File: config.mk
export PLATFORM = sky130hd
export DESIGN_NAME = fetch_queue
export DESIGN_NICKNAME = d
export VERILOG_FILES = /design/src/rtl/cpu_pkg.sv /design/src/rtl/fetch_queue_sync_fifo.sv /design/src/rtl/fetch_queue.sv
export SDC_FILE = /design/constraint.sdc
export NUM_CORES = 1
export LEC_CHECK = 0
export ABC_AREA = 1
export BUFFER_PORTS_ARGS = -buffer_cell sky130_fd_sc_hd__buf_2
export CAP_MARGIN = 40
export CORE_MARGIN = 5
export CORE_UTILIZATION = 58
export DETAILED_ROUTE_END_ITERATION = 7
export PLACE_DENSITY = 0.87
export REMOVE_ABC_BUFFERS = 1
export SLEW_MARGIN = 40
export SYNTH_ARGS = -nofsm -noshare
export SYNTH_HDL_FRONTEND = slang
export SYNTH_SLANG_ARGS = --single-unit
File: constraint.sdc
create_clock -name clk_i -period 5.8 [get_ports clk_i]
set_input_delay 0.29 -clock clk_i [delete_from_list [all_inputs] [get_ports clk_i]]
set_output_delay 0.29 -clock clk_i [all_outputs]
set_load 0.01 [all_outputs]
File: src/rtl/cpu_pkg.sv
// Shared front-end definitions: default datapath widths, the fetch entry
// layout handed to decode, a NOP encoding and a small pointer-width helper.
package cpu_pkg;

    localparam int DEF_ADDR_W = 16;
    localparam int DEF_INST_W = 32;

    // One fetched instruction paired with the PC it was fetched from.
    typedef struct packed {
        logic [DEF_INST_W-1:0] inst;
        logic [DEF_ADDR_W-1:0] pc;
    } fetch_entry_t;

    // addi x0, x0, 0 -- kept for a later flush-fill option.
    localparam logic [DEF_INST_W-1:0] NOP_INST = 32'h0000_0013;

    // Pointer width for an n-entry ring; never narrower than one bit.
    function automatic int ptr_width(input int depth);
        return (depth > 1) ? $clog2(depth) : 1;
    endfunction

endpackage

File: src/rtl/fetch_queue_sync_fifo.sv
// Small synchronous FIFO with a separately tracked occupancy count and a
// synchronous clear. The head entry is read straight from registered storage,
// so it holds steady while no pop happens.
module sync_fifo
    import cpu_pkg::*;
#(
    parameter int WIDTH = 8,
    parameter int DEPTH = 4,
    localparam int PTR_W = ptr_width(DEPTH),
    localparam int CNT_W = $clog2(DEPTH) + 1
) (
    input  logic             clk,
    input  logic             rst_n,
    input  logic             clr,
    input  logic             push,
    input  logic [WIDTH-1:0] wdata,
    input  logic             pop,
    output logic [WIDTH-1:0] rdata,
    output logic             full,
    output logic             empty,
    output logic [CNT_W-1:0] count
);

    logic [WIDTH-1:0] mem [DEPTH];
    logic [PTR_W-1:0] wr_ptr;
    logic [PTR_W-1:0] rd_ptr;
    logic             do_push;
    logic             do_pop;

    // Ring advance that also handles non power-of-two depths.
    function automatic logic [PTR_W-1:0] bump(input logic [PTR_W-1:0] p);
        return (p == PTR_W'(DEPTH - 1)) ? '0 : p + PTR_W'(1);
    endfunction

    assign full    = (count == CNT_W'(DEPTH));
    assign empty   = (count == '0);
    assign do_push = push & ~full & ~clr;
    assign do_pop  = pop & ~empty;
    assign rdata   = mem[rd_ptr];

    // Storage write; contents need no reset because count guards every read.
    always_ff @(posedge clk) begin
        if (do_push) begin
            mem[wr_ptr] <= wdata;
        end
    end

    // Pointer and occupancy bookkeeping; clear wins over push/pop.
    always_ff @(posedge clk or negedge rst_n) begin
        if (!rst_n) begin
            wr_ptr <= '0;
            rd_ptr <= '0;
            count  <= '0;
        end else if (clr) begin
            wr_ptr <= '0;
            rd_ptr <= '0;
            count  <= '0;
        end else begin
            if (do_push) begin
                wr_ptr <= bump(wr_ptr);
            end
            if (do_pop) begin
                rd_ptr <= bump(rd_ptr);
            end
            case ({do_push, do_pop})
                2'b10:   count <= count + CNT_W'(1);
                2'b01:   count <= count - CNT_W'(1);
                default: count <= count;
            endcase
        end
    end

endmodule

File: src/rtl/fetch_queue.sv
// Instruction fetch queue between PC generation and decode. Issues each PC to
// instruction memory when credit allows, pairs returning data with its PC in
// an instruction FIFO, and on a redirect kills queued entries and marks the
// in-flight responses to be discarded as they come back.
module fetch_queue
    import cpu_pkg::*;
#(
    parameter int ADDR_W  = DEF_ADDR_W,
    parameter int INST_W  = DEF_INST_W,
    parameter int DEPTH   = 4,
    parameter int MAX_OUT = 2,
    localparam int CNT_W  = $clog2(DEPTH) + 1
) (
    input  logic              clk_i,
    input  logic              rst_n_i,
    input  logic [ADDR_W-1:0] pc_i,
    input  logic              pc_valid_i,
    output logic              pc_ready_o,
    input  logic              flush_i,
    output logic              imem_req_o,
    output logic [ADDR_W-1:0] imem_addr_o,
    input  logic              imem_gnt_i,
    input  logic              imem_rvalid_i,
    input  logic [INST_W-1:0] imem_rdata_i,
    output logic              id_valid_o,
    output logic [INST_W-1:0] id_inst_o,
    output logic [ADDR_W-1:0] id_pc_o,
    input  logic              id_ready_i,
    output logic [CNT_W-1:0]  count_o
);

    localparam int OUT_W  = $clog2(MAX_OUT + 1);
    localparam int AQ_CNT = $clog2(MAX_OUT) + 1;

    typedef struct packed {
        logic [INST_W-1:0] inst;
        logic [ADDR_W-1:0] pc;
    } entry_t;

    entry_t            wr_entry;
    entry_t            head_entry;
    logic [OUT_W-1:0]  outstanding;
    logic [OUT_W-1:0]  drop_cnt;
    logic [31:0]       in_flight;
    logic [31:0]       in_use;
    logic              credit_ok;
    logic              grant;
    logic              resp_valid;
    logic              drop_hit;
    logic              enq;
    logic              deq;
    logic [ADDR_W-1:0] resp_pc;
    logic              fifo_full;
    logic              fifo_empty;
    logic              aq_full;
    logic              aq_empty;
    logic [AQ_CNT-1:0] aq_count;
    logic              unused_status;

    // Everything in flight (live or doomed) still owns an address-queue slot
    // and, if live, a future FIFO slot, so both limits count the drops too.
    assign in_flight = 32'(outstanding) + 32'(drop_cnt);
    assign in_use    = 32'(count_o) + in_flight;
    assign credit_ok = (in_use < 32'(DEPTH)) && (in_flight < 32'(MAX_OUT));

    assign imem_req_o  = rst_n_i & pc_valid_i & credit_ok & ~flush_i;
    assign imem_addr_o = pc_i;
    assign grant       = imem_req_o & imem_gnt_i;
    assign pc_ready_o  = grant;

    // A response with nothing in flight is stray and touches no state.
    assign resp_valid = imem_rvalid_i & (in_flight != 32'd0);
    assign drop_hit   = resp_valid & (drop_cnt != '0);
    assign enq        = resp_valid & ~drop_hit & ~flush_i;

    assign id_valid_o = ~fifo_empty;
    assign deq        = id_valid_o & id_ready_i;
    assign id_inst_o  = id_valid_o ? head_entry.inst : '0;
    assign id_pc_o    = id_valid_o ? head_entry.pc : '0;

    assign wr_entry.inst = imem_rdata_i;
    assign wr_entry.pc   = resp_pc;

    assign unused_status = &{1'b0, fifo_full, aq_full, aq_empty, aq_count};

    sync_fifo #(
        .WIDTH ($bits(entry_t)),
        .DEPTH (DEPTH)
    ) u_inst_fifo (
        .clk   (clk_i),
        .rst_n (rst_n_i),
        .clr   (flush_i),
        .push  (enq),
        .wdata (wr_entry),
        .pop   (deq),
        .rdata (head_entry),
        .full  (fifo_full),
        .empty (fifo_empty),
        .count (count_o)
    );

    // Address queue is never cleared: dropped responses still pop their PC.
    sync_fifo #(
        .WIDTH (ADDR_W),
        .DEPTH (MAX_OUT)
    ) u_addr_queue (
        .clk   (clk_i),
        .rst_n (rst_n_i),
        .clr   (1'b0),
        .push  (grant),
        .wdata (pc_i),
        .pop   (resp_valid),
        .rdata (resp_pc),
        .full  (aq_full),
        .empty (aq_empty),
        .count (aq_count)
    );

    // Live/doomed in-flight accounting; a flush converts all live requests
    // into drops, less the response (live or doomed) consumed this cycle.
    always_ff @(posedge clk_i or negedge rst_n_i) begin
        if (!rst_n_i) begin
            outstanding <= '0;
            drop_cnt    <= '0;
        end else if (flush_i) begin
            drop_cnt    <= drop_cnt + outstanding - OUT_W'(resp_valid);
            outstanding <= '0;
        end else begin
            if (drop_hit) begin
                drop_cnt <= drop_cnt - OUT_W'(1);
            end
            outstanding <= outstanding + OUT_W'(grant) - OUT_W'(resp_valid & ~drop_hit);
        end
    end

endmodule

# Word level (Yosys, flattened, before mapping)
# Memories as Yosys holds them, arrays and structs flattened.
# Index checks and enable logic that the tools add are counted.
# totals
out_inout_bits	70
regBits	15
in_bits	55
word_cells	87
ram_bits	224
n_memories	2
# mem_list
memory	depth	word_bits	rd	rd_ports_with_merged_regs	write_ports	line_no	text
u_inst_fifo.mem	4	48	1	0	1	fetch_queue_sync_fifo.sv:24	logic [WIDTH-1:0] mem [DEPTH];
u_addr_queue.mem	2	16	1	0	1	fetch_queue_sync_fifo.sv:24	
# op_classes
mux	20
eq_ne	8
n_addsub	15
bitwise	22
n_reduce_logical	10
magnitude_cmp	2
# ops
operator	count
32-bit two-way mux	1
32-bit nonzero test	1
2-bit two-way mux	9
16-bit two-way mux	1
1-bit AND	14
2-bit == test, second input constant	5
2-bit nonzero test	5
2-bit by 1-bit adder with 2-bit output, second input constant	3
1-bit two-way mux	6
1-bit NOT	6
3-bit case mux with 2 select lines	1
3-bit by 3-bit adder with 4-bit output	1
2-bit by 1-bit == test with 1-bit output, second input constant	2
4-bit by 3-bit < comparator with 1-bit output, second input constant	1
2-bit case mux with 2 select lines	1
2-bit by 1-bit subtractor with 2-bit output, second input constant	2
2-bit by 2-bit adder with 3-bit output	1
3-bit by 1-bit adder with 3-bit output, second input constant	1
3-bit == test, second input constant	1
3-bit zero test	1
3-bit by 2-bit < comparator with 1-bit output, second input constant	1
3-bit two-way mux	1
3-bit nonzero test	1
3-bit by 1-bit subtractor with 3-bit output, second input constant	1
other kinds (9)	10

# Longest topological paths before layout
# Gate-level depths: netlist of run 1.
# depth
depth_word	12
ltp_mapped	14

# Cells and area by module
# A second synthesis of run 1 with hierarchy kept.
# hier_totals
hier_cells	838
area_unflattened_um2	10019.6
# by_module_without_submodules
mod	area_per_inst_um2	cells_each	seq_area_each_um2	instances
sync_fifo at u_inst_fifo	7559.8	526	5940.7	1
sync_fifo at u_addr_queue	1441.4	122	1061.0	1
fetch_queue	1018.5	190	100.1	1

# Worst setup path before layout of run 1
# Ideal clock, no wire load.
# synth_timing
kind	register -> register
from	register outstanding[0]
to	memory u_inst_fifo.mem[0][0] in the netlist's numbering (enable)
n_path_buf	0
arrival_ns	3.586
stages_incl_launch_ff	9
setup_slack_ns	1.760
synth_period_minus_slack_ns	4.040
setup_ns	0.454
path_cell_list	dfrtp_1 ha_1 inv_1 fa_1 nand3_1 nand3_1 nor2_4 inv_2 nor2_1
# synth_via
elab_chain_len	11
# synth_lines
element	line_no	text
start: declaration	fetch_queue.sv:42	logic [OUT_W-1:0] outstanding;
start signal: assignment	fetch_queue.sv:132	outstanding <= outstanding + OUT_W'(grant) - OUT_W'(resp_valid & ~drop_hit);
2-bit by 2-bit adder with 3-bit output *	fetch_queue.sv:62	assign in_flight = 32'(outstanding) + 32'(drop_cnt);
32-bit nonzero test *	fetch_queue.sv:72	assign resp_valid = imem_rvalid_i & (in_flight != 32'd0);
1-bit AND *	fetch_queue.sv:72	
1-bit AND	fetch_queue.sv:73	assign drop_hit = resp_valid & (drop_cnt != '0);
1-bit NOT	fetch_queue.sv:74	assign enq = resp_valid & ~drop_hit & ~flush_i;
1-bit AND * (2 in series)	fetch_queue.sv:74	
1-bit AND * (2 in series)	fetch_queue_sync_fifo.sv:37	assign do_push = push & ~full & ~clr;
1-bit two-way mux *	fetch_queue_sync_fifo.sv:43	if (do_push) begin
1-bit two-way mux (not written as such) *	fetch_queue_sync_fifo.sv:44	mem[wr_ptr] <= wdata;
end: declaration	fetch_queue_sync_fifo.sv:24	
# Every way passes the cells marked *; elsewhere a longest branch is shown, timed or not.

# Worst setup path in the final report of run 1
# layout_timing
from	register u_inst_fifo.rd_ptr[0]
to	output id_pc_o[10]
# layout_via
elab_chain_len	2
# layout_lines
element	line_no	text
start: declaration	fetch_queue_sync_fifo.sv:26	logic [PTR_W-1:0] rd_ptr;
start signal: assignment	fetch_queue_sync_fifo.sv:63	rd_ptr <= bump(rd_ptr);
memory 4 x 48 bit	--	
16-bit two-way mux	fetch_queue.sv:79	assign id_pc_o = id_valid_o ? head_entry.pc : '0;
end: declaration	fetch_queue.sv:27	output logic [ADDR_W-1:0] id_pc_o,
# Every way passes these cells.

==> results of run 1 <==
==> critical path: stages, from the launching register on <==
cell     delay [ns]
dfrtp_4        0.71
buf_12         0.28
inv_2          0.57
buf_4          0.53
o21ai_0        0.19
a21oi_1        0.25
buf_2          0.18
==> area by class of cell <==
cell class | instances | area, um^2
Sequential cell | 239 | 7110
Fill cell | 1118 | 5160
Multi-Input combinational cell | 446 | 2300
Timing Repair Buffer | 156 | 932
Clock buffer | 31 | 606
Tap cell | 220 | 275
Inverter | 35 | 136
Clock inverter | 8 | 62.6
==> sequential cells by signal (all words and copies together), names as in the netlist <==
signal / cells
u_inst_fifo.rd_ptr: 2
u_addr_queue.rd_ptr: 1
u_inst_fifo.count: 3
u_inst_fifo.mem: 192
drop_cnt: 2
u_inst_fifo.wr_ptr: 2
u_addr_queue.count: 2
u_addr_queue.wr_ptr: 1
u_addr_queue.mem: 32
outstanding: 2
==> layer usage <==
metal,GRT usage,routed length [um],part of all wire,up-vias
li1,-,-,-,2944
met5,0,11,0.00054,-
met3,0.0375,1490,0.073,28
met4,0.0592,363,0.018,2
met2,0.377,10700,0.52,264
met1,0.258,7940,0.39,2985
==> how the worst max path moves through the flow <==
stage	end	slack (ns)	depth (start not counted)
3_5_place_dp	u_inst_fifo.mem[3][6]$_DFFE_PP_	2.71	9
3_3_place_gp	u_inst_fifo.mem[3][6]$_DFFE_PP_	2.83	9
2_1_floorplan	u_inst_fifo.mem[0][0]$_DFFE_PP_	1.76	8
5_1_grt	id_pc_o[10]	2.01	6
6_report	id_pc_o[10]	2.27	6
4_1_cts	id_pc_o[10]	2.25	6
==> kinds of logic (layout without fill, tap and decap cells) <==
logic type,after synthesis,in the layout
compound gates,156,156
xor+xnor,8,8
fa+ha+maj,17,17
buf+inv,89,230
flops,239,239
mux,16,16
simple gates,249,249
==> cell usage after synthesis, types with 5 or more instances <==
library cell	count
o21ai_1	42
edfxtp_1	224
nor2_1	206
nand2_1	24
inv_1	29
inv_2	5
buf_4	18
buf_2	21
o21ai_0	60
nand3_1	9
a21oi_1	50
clkbuf_1	13
ha_1	15
mux2_2	16
dfrtp_1	15
==> power breakdown <==
group,internal [mW],leakage (nW),total [mW],switching (mW)
clock,0.773,0.323,1.35,0.575
sequential,2.04,2.21,2.15,0.105
combinational,0.418,1.80,1.15,0.735
total,3.23,4.33,4.65,1.41
==> per-stage QoR <==
stage / setup WS [ns] / utilization
after global placement: 2.83 / 0.633
after detailed placement: 2.71 / 0.635
after global routing: 2.01 / 0.689
after CTS: 2.25 / 0.688
after floorplan: 1.76 / -
final: 2.27 / 0.689
==> timing repair <==
action	in CTS	in global routing
gates resized for setup	0	0
hold endpoints to repair	62	3
hold buffers	21	1
==> run_results.csv, run 1 <==
group,metric,value,unit
synthesis,synth_area_leaders,"edfxtp_1 69%, nor2_1 7.9%, dfrtp_1 3.8%",
grt,antenna_found_initial,1,
synthesis,synthesis.instances,774,
sta,hold_ws,0.0198,ns
floorplanning,start_util,0.591,
clock_tree,clk_latency,0.49,ns
sta,slew_viol_final,0,
worst_setup_path,rr_endpoint,"u_inst_fifo.mem[3][13]$_DFFE_PP_",
routing,first_pass_iters,5,
outcome,status,"finished clean",
pwr,leakagePower,4.33,nW
cells_and_area,fin_nets,973,
pwr,ir_drop,0.369,mV
synthesis,seq_area_frac_synth,0.724,
synthesis,synth-edff-count,224,
clock_tree,clock_path_buffers,3,
worst_setup_path,r2r_cells,9,
worst_setup_path,cp-start-kind,"register",
worst_hold_path,min_to,"u_inst_fifo.mem[0][33]$_DFFE_PP_",
routing,vias,6223,
floorplanning,die_h,140,um
routing,first_iter_violations,626,
cells_and_area,antenna_cells,0,
sta,maxSlewHeadroom,0.492,
synthesis,netlist_area,9810,um^2
synthesis,ys_types,32,
clock_tree,root_buffer,"clkbuf_16",
grt,grt_max_degree,55,
place,dp.final_hpwl,12400,um
worst_setup_path,worstSetupPathType,"reg -> out",
floorplanning,die-area,19600,um^2
routing,antenna_left,0,
synthesis,synth_fa_ha_area_frac,0.0232,
cells_and_area,drive_gt1_frac,0.214,
cells_and_area,syn_to_final_growth,16.5,%
place,place_congestion,0.817,
synthesis,yosys.area.top_type,"edfxtp_1",
floorplanning,pin_count,125,
cells_and_area,final_area,11400,um^2
synthesis,synth_compound_area_frac,0.0809,
routing,avgRoutedWirePerCell,18.1,um
synthesis,muxShareOfSynthArea,0.0184,
worst_setup_path,cp-end-kind,"output port",
floorplanning,die_x,140,um
pwr,finalPower,4.65,mW
synthesis,synth_top_family_by_area,"simple AND/OR/NAND/NOR gates",
synthesis,ys_ff_latch,239,
clock_tree,postCtsSetupRepairBufs,0,
floorplanning,rows,47,
clock_tree,clkSinkCount,239,
pwr,p_per_area,407,nW/um^2
routing,drc_errors,0,
grt,groute.usage.overall,0.208,
cells_and_area,final_common_cell,"edfxtp_1",
clock_tree,cts_tree,"done",
sta,fmax,0.283,GHz
worst_setup_path,crit_arrival,3.24,ns
sta,tightest_slew,0.760,ns
worst_setup_path,critPathMaxFanout,54,
cells_and_area,final_cells,1135,
synthesis,synth_xor_area_frac,0.00715,
synthesis,syn_avg_cell_area,12.7,um^2
floorplanning,coreArea,16600,um^2
cells_and_area,layout_common_cells,"224 x edfxtp_1, 202 x nor2_1, 124 x buf_2",
sta,fin_tns_setup,0,ns
place,dpl_cell_area,10500,um^2
grt,overflow,0,
place,dp_cells,1074,
synthesis,synth.top_cell.area_share,0.686,
sta,setup_viol,0,
synthesis,ys_warn_count,0,
worst_hold_path,hp-start,"imem_rdata_i[17]",
worst_hold_path,min_path_type,"in -> reg",
sta,rsz0062_at_grt,"false",
sta,hold_viol,0,
worst_hold_path,whs_path_depth,1,
sta,finalCritPeriodShare,0.608,
grt,grt_pass1_vias,6452,
worst_setup_path,timing.rr.start,"drop_cnt[0]$_DFFE_PN0P_",
routing,drt-total-wl,20500,um
sta,period_needed,3.53,ns
synthesis,synth_simple_gate_area_frac,0.102,
worst_setup_path,crit_required,5.51,ns
clock_tree,cts_inserted_buffers,23,
place,portBuffers,124,
synthesis,synth_ff_type,"edfxtp_1",
clock_tree,cts_max_level,1,
synthesis,async_reset_ff_frac,0.0628,
clock_tree,clkTransAtPathRegs,0.06,ns
sta,fin_skew,0.00767,ns
worst_setup_path,rrSetupSlack,2.72,ns
worst_setup_path,crit_start,"u_inst_fifo.rd_ptr[0]$_DFFE_PN0P_",
routing,via_per_inst,5.48,
flow_run,cap_violations,0,
grt,grt_pass1_wl,32700,um
No activity file was read; power rests on OpenSTA's default activity.
==> inputs of run 2 (changes only) <==
--- a/config.mk
+++ b/config.mk
@@ -9,9 +9,9 @@
 export BUFFER_PORTS_ARGS = -buffer_cell sky130_fd_sc_hd__buf_2
 export CAP_MARGIN = 40
 export CORE_MARGIN = 5
-export CORE_UTILIZATION = 58
+export CORE_UTILIZATION = 52
 export DETAILED_ROUTE_END_ITERATION = 7
-export PLACE_DENSITY = 0.87
+export PLACE_DENSITY = 0.83
 export REMOVE_ABC_BUFFERS = 1
 export SLEW_MARGIN = 40
 export SYNTH_ARGS = -nofsm -noshare
==> constraint.sdc (replaced) <==
create_clock -name clk_i -period 3 [get_ports clk_i]
set_input_delay 0.15 -clock clk_i [delete_from_list [all_inputs] [get_ports clk_i]]
set_output_delay 0.15 -clock clk_i [all_outputs]
set_load 0.01 [all_outputs]
==> run 2 against run 1 <==
Effect of this change: setup slack worse by 2.1 ns; global-route usage down 2.1 points; sequential share of layout area down 2.2 points; final cell count up 4.6%; clock skew up 0.0020 ns; clock power up 100%; critical endpoint is now u_addr_queue.count[1]$_DFFE_PN0P_; design area up 3.7%; critical path type is now reg -> reg; largest power group unchanged; register-to-register slack worse by 2.5 ns.
==> run_results.csv, run 2 (synthesis results as in run 1) <==
group,metric,value,unit
outcome,status,"finished clean",
place,place_congestion,0.790,
sta,finalCritPeriodShare,0.936,
worst_setup_path,cp-end-kind,"register",
grt,antenna_found_initial,0,
routing,antenna_left,0,
cells_and_area,largest_reg_flops,192,
pwr,finalPower,9.15,mW
cells_and_area,final_area,11800,um^2
pwr,internal_power,6.39,mW
sta,rsz0062_at_grt,"false",
grt,grt_pass1_wl,32900,um
clock_tree,clk_latency,0.51,ns
pwr,seqPwrFrac,0.453,
routing,first_pass_iters,4,
grt,groute.usage.overall,0.187,
clock_tree,cts_inserted_buffers,24,
cells_and_area,top_register,"u_inst_fifo.mem",
pwr,combPwrFrac,0.247,
pwr,p_sw,2.77,mW
cells_and_area,drive_gt1_frac,0.213,
clock_tree,clkTransAtPathRegs,0.06,ns
pwr,ir_drop,0.440,mV
floorplanning,start_util,0.526,
routing,via_per_inst,5.32,
routing,avgRoutedWirePerCell,17.2,um
clock_tree,clock_path_buffers,3,
cells_and_area,antenna_cells,0,
floorplanning,die-area,21700,um^2
worst_setup_path,crit_arrival,3.19,ns
worst_setup_path,slowest_delay,0.54,ns
sta,fin_skew,0.00968,ns
cells_and_area,final_common_cell,"edfxtp_1",
grt,overflow,0,
floorplanning,pin_count,125,
worst_hold_path,min_path_type,"in -> reg",
sta,slew_viol_final,0,
sta,period_needed,2.81,ns
sta,tightest_slew,0.698,ns
worst_setup_path,worst-path-buf-inv,2,
place,dpl_cell_area,10600,um^2
floorplanning,coreArea,18600,um^2
routing,first_iter_violations,520,
clock_tree,root_buffer,"clkbuf_16",
pwr,power_frac_clock,0.300,
cells_and_area,syn_to_final_growth,20.8,%
routing,drc_errors,0,
flow_run,cap_violations,0,
sta,setup_viol,0,
worst_setup_path,worstSetupPathType,"reg -> reg",
pwr,power.share.switching,0.302,
place,portBuffers,124,
floorplanning,rows,50,
routing,drt-total-wl,20400,um
pwr,p_per_area,773,nW/um^2
cells_and_area,largest_registers,"u_inst_fifo.mem x192, u_addr_queue.mem x32, u_inst_fifo.count x3",
worst_setup_path,path_cells,"ha_1, inv_1, fa_1, inv_1, ha_1, nand2_1, nor2_1, nor3_2, nand3_1, ha_1, a21oi_1, o21ai_0, xor2_1",
grt,grt_pass1_vias,6485,
sta,maxSlewHeadroom,0.535,
pwr,leakagePower,4.51,nW
worst_setup_path,cpLargestDelayFamily,"adder cells",
worst_setup_path,critPathSlowestCell,"fa_1",
clock_tree,cts_tree,"done",
sta,fmax,0.356,GHz
worst_setup_path,critPathMaxFanout,4,
floorplanning,die_x,147,um
grt,grt_max_degree,54,
worst_setup_path,cp-start-kind,"register",
clock_tree,cts_max_level,1,
clock_tree,clkSinkCount,239,
place,dp.final_hpwl,12000,um
routing,vias,6314,
worst_setup_path,crit_required,3.38,ns
cells_and_area,layout_common_cells,"224 x edfxtp_1, 202 x nor2_1, 124 x buf_2",
sta,hold_viol,0,
worst_setup_path,cp_common_cell,"ha_1",
cells_and_area,fin_nets,1007,
floorplanning,die_h,147,um
clock_tree,cts.repair.resized,0,
## run 2: final timing paths
kind	start	end	slack, ns	cells after the start
max	drop_cnt[0]$_DFFE_PN0P_	u_addr_queue.count[1]$_DFFE_PN0P_	0.19	13
min	id_ready_i	u_inst_fifo.rd_ptr[1]$_DFFE_PN0P_	0.04	5
max reg2reg	drop_cnt[0]$_DFFE_PN0P_	u_addr_queue.count[1]$_DFFE_PN0P_	0.19	13
min reg2reg	u_addr_queue.count[0]$_DFFE_PN0P_	u_addr_queue.count[0]$_DFFE_PN0P_	0.52	1
max in group asynchronous	rst_n_i	u_inst_fifo.rd_ptr[0]$_DFFE_PN0P_	2.60	2
min in group asynchronous	rst_n_i	drop_cnt[0]$_DFFE_PN0P_	0.09	2
## run 2: area by class of cell
cell class              count  area, um^2
clock inverters            11        70.1
flip-flops and latches    239        7110
inverters                  35         134
well taps                 234         293
clock buffers              33         656
repair buffers            189        1280
fillers                  1307        6800
multi-input cells         446        2300
## run 2: per-stage QoR
step	hold WS (ns)	setup TNS, ns	instances	utilization	setup WS (ns)
2_1_floorplan	-0.146	-216.20	720	-	-1.04
3_3_place_gp	0.0843	0	1093	0.570	0.355
3_5_place_dp	0.0913	0	1093	0.570	0.210
4_1_cts	0.0366	0	1187	0.635	0.179
5_1_grt	0.0599	0	1187	0.635	0.0278
6_report	0.0438	0	1187	0.635	0.192
## run 2: power groups by stage
stage               combinational, mW  clock, mW  sequential (mW)
floorplan                        1.34          0             4.20
global placement                 2.12          0             4.20
detailed placement               2.20          0             4.22
CTS                              2.28       2.80             4.15
global route                     2.51       2.95             4.18
finish                           2.26       2.75             4.15
## run 2: layer usage
metal  track usage  vias to the layer above  routed length (um)
met5             0                        -                   0
met4        0.0648                        0                 451
met3        0.0241                       33                1080
met2         0.319                      217               10300
met1         0.250                     3039                8640
li1              -                     3025                   -
## run 2: worst register-to-register path: stages (launching register included)
cell,delay [ns]
dfrtp_1,0.39
ha_1,0.17
inv_1,0.05
fa_1,0.54
inv_1,0.07
ha_1,0.27
nand2_1,0.07
nor2_1,0.05
nor3_2,0.20
nand3_1,0.15
ha_1,0.33
a21oi_1,0.11
o21ai_0,0.11
xor2_1,0.16
## run 2: what timing repair did
item	4_1_cts	5_1_grt
hold buffers	50	0
hold endpoints to repair	177	0
buffers inserted	0	0
==> inputs of run 3 (changes only) <==
==> constraint.sdc (replaced) <==
create_clock -name clk_i -period 2.5 [get_ports clk_i]
set_input_delay 0.125 -clock clk_i [delete_from_list [all_inputs] [get_ports clk_i]]
set_output_delay 0.125 -clock clk_i [all_outputs]
set_load 0.01 [all_outputs]
==> run 3 against run 2 <==
Effect of this change: the flow now finishes with violations (negative setup slack); clock skew is 0.0021 ns higher; power grew 28%; clock power is 23% higher; largest power group unchanged.
==> run_results.csv, run 3 (synthesis results as in run 1) <==
group,metric,value,unit
routing,first_pass_iters,5,
floorplanning,coreArea,18600,um^2
sta,rsz0062_at_grt,"true",
sta,fmax,0.383,GHz
sta,finalCritPeriodShare,1.05,
grt,overflow,0,
worst_setup_path,critPathSlowestCell,"fa_1",
clock_tree,cts_max_level,1,
place,portBuffers,124,
floorplanning,die_x,147,um
routing,via_per_inst,5.43,
cells_and_area,syn_to_final_growth,27.3,%
cells_and_area,antenna_cells,0,
routing,antenna_left,0,
outcome,status,"complete, but fails checks",
routing,vias,6635,
cells_and_area,fin_nets,1042,
floorplanning,pin_count,125,
place,dp.final_hpwl,13100,um
cells_and_area,fillers,1241,
place,dp_slack,-0.145,ns
sta,hold_viol,0,
grt,groute.usage.overall,0.193,
pwr,leakagePower,4.76,nW
worst_setup_path,rr_endpoint,"u_addr_queue.mem[0][14]$_DFFE_PP_",
sta,fin_skew,0.0118,ns
worst_setup_path,critPathMaxFanout,8,
worst_setup_path,crit_arrival,2.83,ns
routing,first_iter_violations,719,
grt,grt_pass1_wl,33700,um
worst_setup_path,path_cells,"ha_2, inv_2, fa_1, inv_2, ha_4, nand2_4, nor2_4, nor3_2, nand3_2, buf_6, nor2_4, clkbuf_16",
clock_tree,clk_latency,0.51,ns
cells_and_area,layout_common_cells,"224 x edfxtp_1, 200 x nor2_1, 122 x buf_2",
cells_and_area,regArea,7110,um^2
routing,drc_errors,0,
worst_setup_path,slowest_delay,0.53,ns
sta,setup_viol,19,
cells_and_area,largest_registers,"u_inst_fifo.mem x192, u_addr_queue.mem x32, u_inst_fifo.count x3",
cells_and_area,final_cells,1221,
sta,period_needed,2.61,ns
cells_and_area,drive_gt1_frac,0.260,
routing,drt-total-wl,23000,um
sta,slew_viol_final,0,
floorplanning,die_h,147,um
place,place_congestion,0.801,
clock_tree,cts_inserted_buffers,24,
floorplanning,start_util,0.526,
worst_setup_path,r2r_cells,12,
worst_setup_path,crit_required,2.72,ns
floorplanning,die-area,21700,um^2
worst_setup_path,critPathCapture,"u_addr_queue.mem[0][14]$_DFFE_PP_",
cells_and_area,multiInputGateArea,2410,um^2
clock_tree,root_buffer,"clkbuf_16",
grt,grt_pass1_vias,6593,
floorplanning,rows,50,
worst_setup_path,cp-start-kind,"register",
clock_tree,cts_tree,"done",
worst_setup_path,rrSetupSlack,-0.11,ns
pwr,p_per_area,935,nW/um^2
sta,maxSlewHeadroom,0.533,
worst_hold_path,min_path_type,"in -> reg",
worst_setup_path,worstSetupPathType,"reg -> reg",
clock_tree,clkTransAtPathRegs,0.06,ns
worst_setup_path,timing.rr.start,"outstanding[0]$_DFF_PN0_",
outcome,violations,"negative setup slack",
cells_and_area,final_common_cell,"edfxtp_1",
place,dp_cells,1113,
cells_and_area,top_register,"u_inst_fifo.mem",
clock_tree,clkSinkCount,239,
sta,fin_ws,-0.113,ns
cells_and_area,largest_reg_flops,192,
flow_run,cap_violations,0,
grt,grt_max_degree,65,
grt,antenna_found_initial,0,
clock_tree,clock_path_buffers,3,
worst_setup_path,crit_start,"outstanding[0]$_DFF_PN0_",
sta,tightest_slew,0.701,ns
worst_setup_path,cp-end-kind,"register",
pwr,ir_drop,0.636,mV
routing,avgRoutedWirePerCell,18.8,um
==> run 3: worst min path at each step <==
stage / startpoint / endpoint / slack, ns / depth (start not counted)
detailed placement: rst_n_i / outstanding[1]$_DFF_PN0_ / 0.12 / 2
CTS: imem_rvalid_i / u_addr_queue.rd_ptr$_DFFE_PN0P_ / 0.06 / 4
floorplan: rst_n_i / drop_cnt[0]$_DFFE_PN0P_ / -0.17 / 0
global placement: rst_n_i / outstanding[1]$_DFF_PN0_ / 0.11 / 2
global route: imem_rvalid_i / u_addr_queue.rd_ptr$_DFFE_PN0P_ / 0.11 / 4
finish: imem_rvalid_i / u_inst_fifo.wr_ptr[1]$_DFFE_PN0P_ / 0.10 / 6
==> run 3: worst max-delay path, delay by kind of cell (launching register included) <==
kind | cells | cell delay, ns
fa+ha+maj | 3 | 0.92
buf+inv | 4 | 0.42
flops | 1 | 0.36
simple gates | 5 | 0.62
==> run 3: what timing repair did <==
item | 4_1_cts | 5_1_grt
setup endpoints to repair | 139 | 233
hold buffers | 51 | 0
endpoints found under the hold margin | 183 | 0
gates cloned | 0 | 8
buffers inserted | 1 | 7
resized for setup | 13 | 26
pin swaps | 6 | 10
==> run 3: area by class of cell <==
type | instances | share of cell area
sequential | 239 | 0.569
multi-input combinational | 446 | 0.193
timing repair buffer | 224 | 0.145
clock buffer | 35 | 0.0531
tap | 234 | 0.0235
inverter | 35 | 0.0109
clock inverter | 8 | 0.00511
==> run 3: where the power goes <==
part	switching (mW)	internal (mW)	total, mW
registers	0.184	4.73	4.92
clock network	1.44	1.94	3.38
logic	2.01	1.36	3.37
total	3.64	8.03	11.7
==> run 3: layer usage <==
layer  GRT usage  up-vias  wire length [um]
met4      0.0522        0               433
met2       0.339      280             12200
met5           0        -                 0
met1       0.252     3232              8860
li1            -     3088                 -
met3      0.0281       35              1510
==> run 3: metrics by stage <==
| step | TNS [ns] | power, mW | util | instance area [um^2] | hold slack, ns |
|---|---|---|---|---|---|
| 2_1_floorplan | -345.10 | 6.65 | - | 9510 | -0.171 |
| 3_3_place_gp | -0.960 | 7.74 | 0.581 | 10800 | 0.111 |
| 3_5_place_dp | -2.59 | 7.86 | 0.581 | 10800 | 0.116 |
| 4_1_cts | -1.98 | 11.3 | 0.650 | 12100 | 0.0643 |
| 5_1_grt | -5.89 | 12.2 | 0.670 | 12500 | 0.109 |
| 6_report | -1.73 | 11.7 | 0.670 | 12500 | 0.104 |
